<file path="src/rtl/pic_mem_pkg.sv">
// Shared definitions for the pic_mem upstream loader.
// Holds the loader state encoding, the default pic_mem s2 geometry and the
// RGB565 pixel word type.
package pic_mem_pkg;

    localparam int unsigned PIC_ADDR_W      = 12;
    localparam int unsigned PIC_FRAME_WORDS = 2048;

    typedef enum logic [1:0] {
        ST_IDLE,
        ST_LOAD,
        ST_DONE
    } loader_state_t;

    typedef logic [15:0] rgb565_t;

endpackage

</file>
<file path="src/rtl/pic_mem_loader_if.sv">
// Bus bundles for pic_mem_loader.
// pic_stream_if : byte stream (s_data, s_valid, s_sof in; s_ready back).
//                 master = byte source, slave = loader.
// pic_mem_s2_if : pic_mem s2 write port (address, chipselect, clken, write,
//                 writedata, byteenable). master = loader, slave = memory.
interface pic_stream_if;
    logic [7:0] s_data;
    logic       s_valid;
    logic       s_sof;
    logic       s_ready;

    modport master (output s_data, output s_valid, output s_sof, input  s_ready);
    modport slave  (input  s_data, input  s_valid, input  s_sof, output s_ready);
endinterface

interface pic_mem_s2_if #(
    parameter int unsigned ADDR_W = 12
);
    logic [ADDR_W-1:0] mem_address;
    logic              mem_chipselect;
    logic              mem_clken;
    logic              mem_write;
    logic [15:0]       mem_writedata;
    logic [1:0]        mem_byteenable;

    modport master (output mem_address, output mem_chipselect, output mem_clken,
                    output mem_write, output mem_writedata, output mem_byteenable);
    modport slave  (input  mem_address, input  mem_chipselect, input  mem_clken,
                    input  mem_write, input  mem_writedata, input  mem_byteenable);
endinterface

</file>
<file path="src/rtl/pic_mem_loader.sv">
// pic_mem_loader: packs a byte stream (high byte first) into RGB565 words and
// writes them into the half of pic_mem that the LCD is not displaying.
// Ports:
//   clk, reset_n  : clock, asynchronous active-low reset
//   buffer_flag   : displayed half (0: lower half shown, so fill upper half)
//   s             : byte stream slave (s_data, s_valid, s_sof, s_ready)
//   mem           : pic_mem s2 write master
//   frame_done    : one-cycle pulse alongside the last write of a frame
//   frame_abort   : one-cycle pulse when s_sof truncates a frame in progress
// All outputs are registered.
module pic_mem_loader
    import pic_mem_pkg::*;
#(
    parameter int unsigned ADDR_W      = PIC_ADDR_W,
    parameter int unsigned FRAME_WORDS = PIC_FRAME_WORDS
) (
    input  logic          clk,
    input  logic          reset_n,
    input  logic          buffer_flag,
    pic_stream_if.slave   s,
    pic_mem_s2_if.master  mem,
    output logic          frame_done,
    output logic          frame_abort
);

    localparam int unsigned       CNT_W      = (FRAME_WORDS > 1) ? $clog2(FRAME_WORDS) : 1;
    localparam logic [CNT_W-1:0]  LAST_WORD  = CNT_W'(FRAME_WORDS - 1);
    localparam logic [ADDR_W-1:0] UPPER_BASE = ADDR_W'(FRAME_WORDS);

    loader_state_t     state, state_next;

    logic [7:0]        high_q, high_n;
    logic              phase_q, phase_n;     // 1: high byte held, next byte completes a word
    logic [ADDR_W-1:0] base_q, base_n;
    logic [CNT_W-1:0]  count_q, count_n;
    logic              ready_q, ready_n;
    logic              wr_q, wr_n;
    logic [ADDR_W-1:0] addr_q, addr_n;
    rgb565_t           data_q, data_n;
    logic              done_n, abort_n;

    logic              accept;
    logic              sof_accept;
    logic [ADDR_W-1:0] new_base;

    assign accept     = s.s_valid & ready_q;
    assign sof_accept = accept & s.s_sof;
    // Write into the half the LCD is not reading.
    assign new_base   = buffer_flag ? '0 : UPPER_BASE;

    // State register
    always_ff @(posedge clk or negedge reset_n) begin
        if (!reset_n) begin
            state <= ST_IDLE;
        end else begin
            state <= state_next;
        end
    end

    // Next-state logic
    always_comb begin
        state_next = state;
        case (state)
            ST_IDLE: if (sof_accept) state_next = ST_LOAD;
            ST_LOAD: if (accept && !s.s_sof && phase_q && count_q == LAST_WORD)
                         state_next = ST_DONE;
            ST_DONE: state_next = ST_IDLE;
            default: state_next = ST_IDLE;
        endcase
    end

    // Output / datapath next values; registered below
    always_comb begin
        high_n  = high_q;
        phase_n = phase_q;
        base_n  = base_q;
        count_n = count_q;
        addr_n  = addr_q;
        data_n  = data_q;
        wr_n    = 1'b0;
        done_n  = 1'b0;
        abort_n = 1'b0;
        // s_ready is registered, so it is derived from where the FSM is heading.
        ready_n = (state_next != ST_DONE);

        case (state)
            ST_IDLE: begin
                if (sof_accept) begin
                    high_n  = s.s_data;
                    base_n  = new_base;
                    count_n = '0;
                    phase_n = 1'b1;
                end
            end
            ST_LOAD: begin
                if (accept) begin
                    if (s.s_sof) begin
                        // Any held high byte is dropped; the sof byte starts afresh.
                        abort_n = 1'b1;
                        high_n  = s.s_data;
                        base_n  = new_base;
                        count_n = '0;
                        phase_n = 1'b1;
                    end else if (!phase_q) begin
                        high_n  = s.s_data;
                        phase_n = 1'b1;
                    end else begin
                        wr_n    = 1'b1;
                        addr_n  = base_q + ADDR_W'(count_q);
                        data_n  = {high_q, s.s_data};
                        count_n = count_q + CNT_W'(1);
                        phase_n = 1'b0;
                        done_n  = (count_q == LAST_WORD);
                    end
                end
            end
            default: ;
        endcase
    end

    always_ff @(posedge clk or negedge reset_n) begin
        if (!reset_n) begin
            high_q      <= '0;
            phase_q     <= 1'b0;
            base_q      <= '0;
            count_q     <= '0;
            ready_q     <= 1'b0;
            wr_q        <= 1'b0;
            addr_q      <= '0;
            data_q      <= '0;
            frame_done  <= 1'b0;
            frame_abort <= 1'b0;
        end else begin
            high_q      <= high_n;
            phase_q     <= phase_n;
            base_q      <= base_n;
            count_q     <= count_n;
            ready_q     <= ready_n;
            wr_q        <= wr_n;
            addr_q      <= addr_n;
            data_q      <= data_n;
            frame_done  <= done_n;
            frame_abort <= abort_n;
        end
    end

    assign s.s_ready          = ready_q;
    assign mem.mem_write      = wr_q;
    assign mem.mem_chipselect = wr_q;
    assign mem.mem_address    = addr_q;
    assign mem.mem_writedata  = data_q;
    assign mem.mem_byteenable = 2'b11;
    assign mem.mem_clken      = 1'b1;

endmodule

</file>
<file path="src/flat_wrapper.sv">
// flat-port wrapper written by rule: the top's interface ports become plain ports
module pic_mem_loader_flat import pic_mem_pkg::*;
#(
    parameter int unsigned ADDR_W      = PIC_ADDR_W,
    parameter int unsigned FRAME_WORDS = PIC_FRAME_WORDS
)
  (clk, reset_n, buffer_flag, frame_done, frame_abort, s_s_data, s_s_valid, s_s_sof, s_s_ready, mem_mem_address, mem_mem_chipselect, mem_mem_clken, mem_mem_write, mem_mem_writedata, mem_mem_byteenable);
  pic_stream_if s_i ();
  pic_mem_s2_if #(.ADDR_W(ADDR_W)) mem_i ();
  input  logic clk;
  input  logic reset_n;
  input  logic buffer_flag;
  output logic frame_done;
  output logic frame_abort;
  input wire logic [$bits(s_i.s_data)-1:0] s_s_data;
  input wire logic [$bits(s_i.s_valid)-1:0] s_s_valid;
  input wire logic [$bits(s_i.s_sof)-1:0] s_s_sof;
  output wire logic [$bits(s_i.s_ready)-1:0] s_s_ready;
  output wire logic [$bits(mem_i.mem_address)-1:0] mem_mem_address;
  output wire logic [$bits(mem_i.mem_chipselect)-1:0] mem_mem_chipselect;
  output wire logic [$bits(mem_i.mem_clken)-1:0] mem_mem_clken;
  output wire logic [$bits(mem_i.mem_write)-1:0] mem_mem_write;
  output wire logic [$bits(mem_i.mem_writedata)-1:0] mem_mem_writedata;
  output wire logic [$bits(mem_i.mem_byteenable)-1:0] mem_mem_byteenable;
  assign s_i.s_data = s_s_data;
  assign s_i.s_valid = s_s_valid;
  assign s_i.s_sof = s_s_sof;
  assign s_s_ready = s_i.s_ready;
  assign mem_mem_address = mem_i.mem_address;
  assign mem_mem_chipselect = mem_i.mem_chipselect;
  assign mem_mem_clken = mem_i.mem_clken;
  assign mem_mem_write = mem_i.mem_write;
  assign mem_mem_writedata = mem_i.mem_writedata;
  assign mem_mem_byteenable = mem_i.mem_byteenable;
  pic_mem_loader #(.ADDR_W(ADDR_W), .FRAME_WORDS(FRAME_WORDS)) u_core (.clk(clk), .reset_n(reset_n), .buffer_flag(buffer_flag), .s(s_i), .mem(mem_i), .frame_done(frame_done), .frame_abort(frame_abort));
endmodule
</file>
<file path="config.mk">
export PLATFORM = sky130hd
export DESIGN_NAME = pic_mem_loader_flat
export DESIGN_NICKNAME = d
export VERILOG_FILES = /design/src/rtl/pic_mem_pkg.sv /design/src/rtl/pic_mem_loader_if.sv /design/src/rtl/pic_mem_loader.sv /design/src/flat_wrapper.sv
export SDC_FILE = /design/constraint.sdc
export NUM_CORES = 1
export LEC_CHECK = 0
export ABC_AREA = 1
export CAP_MARGIN = 20
export CORE_MARGIN = 2
export CORE_UTILIZATION = 51
export DETAILED_ROUTE_END_ITERATION = 10
export GPL_TIMING_DRIVEN = 0
export PLACE_DENSITY_LB_ADDON = 0.1
export SYNTH_ARGS = -nofsm -noshare
export SYNTH_HDL_FRONTEND = slang
export SYNTH_SLANG_ARGS = --single-unit
</file>
<file path="constraint.sdc">
create_clock -name clk -period 1.6 [get_ports clk]
set_input_delay 0.48 -clock clk [delete_from_list [all_inputs] [get_ports clk]]
set_output_delay 0.48 -clock clk [all_outputs]
set_load 0.1 [all_outputs]
</file>
==> run summary <==
The post-synthesis mux area share is 0%. Counting flops and latches in the post-synthesis netlist gives 55. The xor/xnor share of the synthesized area came out at less than 1%. The share of the synthesized area in compound gates (AO/OA/AOI/OAI) is 9.148%.

Wires add up to 5.019 mm. The cell sitting at the root of the clock tree is a clkbuf_8. TritonCTS built the clock tree. The final hold violation count is 0.

Entering global routing, the biggest net connects 30 pins. In this run the remaining antenna-violating nets after routing total 0. The number of buffers inserted during clock tree synthesis came out at 5. The worst clock skew came out at 11.27 ps. The count of final max-slew check failures came to 0. STA classifies the critical path endpoint as an output port.

The total number of vias came out at 1910. The number of global-route vias before repair came out at ~1800. The depth of the worst register-to-register path came out at 6. The floorplan die area is 5286 µm². The distinct cell type count after synthesis came out at 26. The share of cells above drive strength 1 came out at between 20% and 30%. The power per unit of standard cell area is 1597 nW/µm². The sum of negative setup slack is 0 ps. STA classifies the critical path startpoint as a flip-flop. At the pin with the least slew margin, the transition time is 616.9 ps. The per-cell via count in the routed design came out at 5.013. The H-tree generated during clock tree synthesis spans 2 levels. Broken down by cell family, the worst path's largest delay share belongs to buffers and inverters.

Among all stages on the critical path, the largest delay is contributed by buf_2. The all-layer global routing usage is 20.58%. The iteration count of the initial detailed-routing pass is 4.

The horizontal die dimension is 72.71 µm. From bottom edge to top edge, the die measures 72.71 µm. During placement, the flow inserted port buffers numbering 45. The count of maximum capacitance violations is 0.

In this run the mean area of a mapped cell was 8.949 µm². After floorplanning, the core was divided into 24 placement rows. The aggregate global routing overflow is 0. The number of synthesis warnings came out at 0. The synthesized netlist cell count is ~270. Counting every sink on the clock net gives 55. The final count of negative-setup-slack endpoints came out at 0. The critical path goes through buf_2. The path class of the tightest hold or removal check is input pin to asynchronous set/reset pin.

The area after detailed placement is 2950 µm². Along the worst path, the maximum fanout reaches 2. The number of buffers added to fix hold violations after cts is 0.

The post-synthesis instance area came out at 2407 µm². The final weighted congestion in routability-driven placement is 0.9468. In the layout the commonest cells are nand2_1 (84), dfrtp_1 (51), inv_1 (24), o21ai_0 (24), clkbuf_4 (18). The number of antenna diodes in the final layout is 0.

After routing the design area is 3013 µm². In the final routed layout, each cell accounts on average for 13.17 µm. The number of violations reported at the end of detailed-routing iteration 0 came out at 170.

The flow ran to the end, and the final reports show no timing, DRC or antenna violations. The source of the worst register-to-register timing path is u_core.count_q[0]. The dominant combinational cell family by area after synthesis is simple AND/OR/NAND/NOR gates.

The simple-gate area share of the yosys netlist is 23.80%. Summed over all cells, the static leakage comes to 1.496 nW. Relative to the synthesized area, the layout overhead comes to 25.16%. Together, buffers and inverters on the worst path number 1. The area share of fa/ha/maj cells after synthesis came out at 0.5198%. The critical path depth is 1. The clock period minus worst slack is 1574 ps. The total area inside the core boundary comes to 4444 µm².

The endpoint identified for the worst register-to-register timing path is u_core.s.s_ready. In the final design database the tool counted 342 nets. The kind of critical path is flip-flop to output port. At the worst endpoint, the required time is 1120 ps. The clock input transition at the sequential cells of the worst setup and hold paths came out at 110 ps. The top achievable clock speed is 635.3 MHz. In this run the worst setup path terminates at mem_mem_writedata[15]. The number of antenna violations at the first check in global routing is 0. The detailed placement HPWL came out at ~3.6 mm.

The number of ports placed on the die boundary is 49. The initial core utilization is between 50% and 60%. Leaving out fill and tap cells, the most frequent cell in the layout is nand2_1. The headroom to the max-slew limit came out at 58.87%.

The data arrival time of the critical path is 1090 ps. The worst setup slack for register-to-register paths came out at 180 ps. The clock latency at the later pin of the worst-skew pair came out at 320 ps. The highest ir drop seen on vdd came out at roughly 0.0012 V. The clock passes through at most 2 buffers. The post-detailed-route DRC marker count came out at 0. The portion of the post-synthesis area used by sequential elements is 57.17%. In this run the worst setup path begins at u_core.mem.mem_writedata[15]. The stage delay of the slowest cell on the critical path is about 420 ps. Dividing the final minimum period by the clock period gives a little over nine tenths. The global-route wire length before repair is 8.355 mm.
through the flow:
stage          util [%]  total power [mW]  hold slack [ps]  setup slack, ps  instances
2_1_floorplan         -             3.528            184.4            79.97        271
4_1_cts           65.37             4.742            171.6            3.047        378
6_report          67.79             4.812            159.9            25.94        381
3_5_place_dp      66.39             4.089            467.0           -474.0        369
3_3_place_gp      66.05             4.055            461.7            -1928        368
5_1_grt           67.79             5.020            213.4           -26.36        381
layer usage:
layer	GRT usage [%]	share of wire [%]
met4	6.173	0.88
met5	0	0
met3	3.315	4.7
met1	30.95	47
met2	30.91	48
logic make-up (layout without fill, tap and decap cells):
kind of cell,after synthesis,count (layout)
adders and majority gates,1,1
and+or+nand+nor,133,133
AOI/OAI and AO/OA,38,38
DFF,55,55
other,1,3
xor gates and xnor gates,2,2
buffers and inverters,39,97
Yosys cell counts, drive strengths merged:
library cell   n  area [µm²]
conb           1       3.750
nand4          6       37.54
nand2         91       364.1
ha             1       12.51
nor3           3       15.01
xor2           2       17.52
nor2          21       93.84
clkbuf         1       3.750
o21ai         35       182.7
inv           28       110.1
nor3b          1       7.510
nand3         11       55.05
buf           10       90.08
a21oi          2       25.03
dfrtp         55        1376
o211ai         1       12.51
layout make-up:
cell class                      count  area, µm²
Clock inverter                      3      26.28
Fill cell                         396       1431
Buffer                             11      93.84
Sequential cell                    55       1384
Multi-Input combinational cell    177      873.3
Inverter                           28      112.6
Clock buffer                        5      68.82
Timing Repair Buffer               50      389.1
Tap cell                           52      65.06
repair_timing:
| item | CTS | global route |
|---|---|---|
| setup endpoints to repair | 79 | 39 |
| gates resized for setup | 173 | 28 |
| endpoints found under the hold margin | 0 | 0 |
| pin swaps | 0 | 0 |
| buffers inserted | 1 | 3 |
sequential cells by signal, indices dropped and copies added, names as in the netlist:
name                       cells
u_core.phase_q                 1
u_core.high_q                  8
u_core.frame_done              1
u_core.mem.mem_address        12
u_core.frame_abort             1
u_core.count_q                11
u_core.mem.mem_writedata      16
u_core.mem.mem_chipselect      1
u_core.state                   2
u_core.base_q                  1
u_core.s.s_ready               1
power breakdown:
group          leakage [nW]  switching (mW)  internal [mW]
Clock                0.0491           0.480          0.323
Combinational         0.738            1.80          0.428
Sequential            0.708           0.143           1.64
Total                  1.50            2.42           2.39
how the worst min path moves through the flow:
stage	start	slack [ps]	depth (start not counted)	endpoint
2_1_floorplan	reset_n	180	0	u_core.base_q[11]
3_3_place_gp	u_core.mem.mem_writedata[0]	460	2	u_core.mem.mem_writedata[0]
3_5_place_dp	u_core.mem.mem_writedata[4]	470	2	u_core.mem.mem_writedata[4]
4_1_cts	reset_n	170	1	u_core.high_q[6]
5_1_grt	reset_n	210	1	u_core.high_q[5]
6_report	reset_n	160	1	u_core.high_q[6]
Note: power is estimated with default switching activity, not from simulation.
==> RTL edit (same flow settings) <==
Set the package constant `PIC_FRAME_WORDS` to 8192 (it was 2048).
--- a/src/rtl/pic_mem_pkg.sv
+++ b/src/rtl/pic_mem_pkg.sv
@@ -4,7 +4,7 @@
 package pic_mem_pkg;
 
     localparam int unsigned PIC_ADDR_W      = 12;
-    localparam int unsigned PIC_FRAME_WORDS = 2048;
+    localparam int unsigned PIC_FRAME_WORDS = 8192;
 
     typedef enum logic [1:0] {
         ST_IDLE,
Function: changed (a bounded check fails within 4 cycles, from zero or initial values and one cycle with reset_n low).
==> RTL edit against the unedited design <==
  * Cell area grew 5.8%
  * Clock power increased by 16%
  * Setup slack better by 0.015 ns
  * Fmax rose by 0.98%
  * First-iteration DRC count fell by 27%
  * Power grew 20%
  * Sequential cell count rose by 1
  * Non-clock buffer count is the same
  * Synthesized area grew 4.4%
  * Wire length up 1.6%
==> RTL edit: results (changes against the unedited design) <==
dp_hpwl_um: 3580  # was 3610 um
dp_cells: 400  # was 369
synth_cell_types: 30  # was 26
nNetsFinal: 359  # was 342
place.gp.congestion: 0.916  # was 0.947
ys_top_cells_by_count: "nand2_1, dfrtp_1, inv_1, nor2_1, o21ai_0"  # was nand2_1, dfrtp_1, inv_1, o21ai_0, nor2_1
synth_adder_area_share_pct: 0.498  # was 0.520%
grt_max_degree: 42  # was 30
postCtsSetupBuffers: 3  # was 1
use_met3_pct: 5.15  # was 3.31%
use_met1_pct: 28.0  # was 31.0%
grt_pass1_wl_um: 8450  # was 8360 um
portBuffers: 44  # was 45
peakVddDrop_uv: 1450  # was 1160 uV
via_count: 1964  # was 1,910
synth.top_cells.by_area: "dfrtp_1, nand2_1, inv_1, o21ai_0, nor2_1"  # was dfrtp_1, nand2_1, o21ai_0, inv_1, nor2_1
path_clk_slew_ns: 0.09  # was 0.11 ns
endpoint: "mem_mem_address[10]"  # was mem_mem_writedata[15]
outcome: "finished, final reports clean"  # unchanged
netlist_instances: 286  # was 269
fin_skew_ns: 0.00892  # was 0.0113 ns
p_leak_uw: 0.00166  # was 0.00150 uW
globalRouteMet2Util_pct: 31.9  # was 30.9%
r2r-end: "u_core.state[0]"  # was u_core.s.s_ready
yosysSeqAreaShare_pct: 55.7  # was 57.2%
synth_xor_area_share_pct: 1.05  # was 0.728%
track_usage_pct: 20.2  # was 20.6%
synth_compound_area_share_pct: 9.66  # was 9.15%
met3WireLength_um: 312  # was 235 um
drive_gt1_share_pct: 26.3  # was 24.9%
final_cells: 413  # was 381
route.met2.wl_um: 2420  # was 2390 um
cts_resized: 171  # was 173
drtIter0Drc: 124  # was 170
whs_ns: 0.0844  # was 0.160 ns
wirelength_met1_um: 2340  # was 2350 um
r2r_slack_ns: 0.08  # was 0.18 ns
wl_um: 5100  # was 5020 um
-- RTL edit: metrics by stage --
step	TNS (ns)	worst slack [ns]	instance area, sq um
after CTS	0	0.00187	3050
after detailed placement	-29.27	-0.433	3070
after global routing	-0.0183	-0.0183	3190
final	0	0.0412	3190
after global placement	-123.69	-2.06	3050
after floorplan	0	0.0615	2530
-- RTL edit: layout make-up --
type,count,area (sq um)
sequential,56,1410
fill,392,1540
tap,67,83.8
buffer,11,105
clock buffer,6,72.6
multi-input combinational,185,936
clock inverter,2,38.8
timing repair buffer,50,408
inverter,36,138
-- RTL edit: kinds of logic (layout without fill, tap and decap cells) --
family / count (synthesis) / count (layout)
and+or+nand+nor: 140 / 140
DFF: 56 / 56
buffers and inverters: 47 / 105
AOI/OAI and AO/OA: 38 / 38
xor gates and xnor gates: 3 / 3
adders and majority gates: 1 / 1
other: 1 / 3
-- RTL edit: power by group --
group          switching, uW  internal (uW)
combinational           2330            575
clock                    459            474
sequential               177           1740
total                   2970           2790
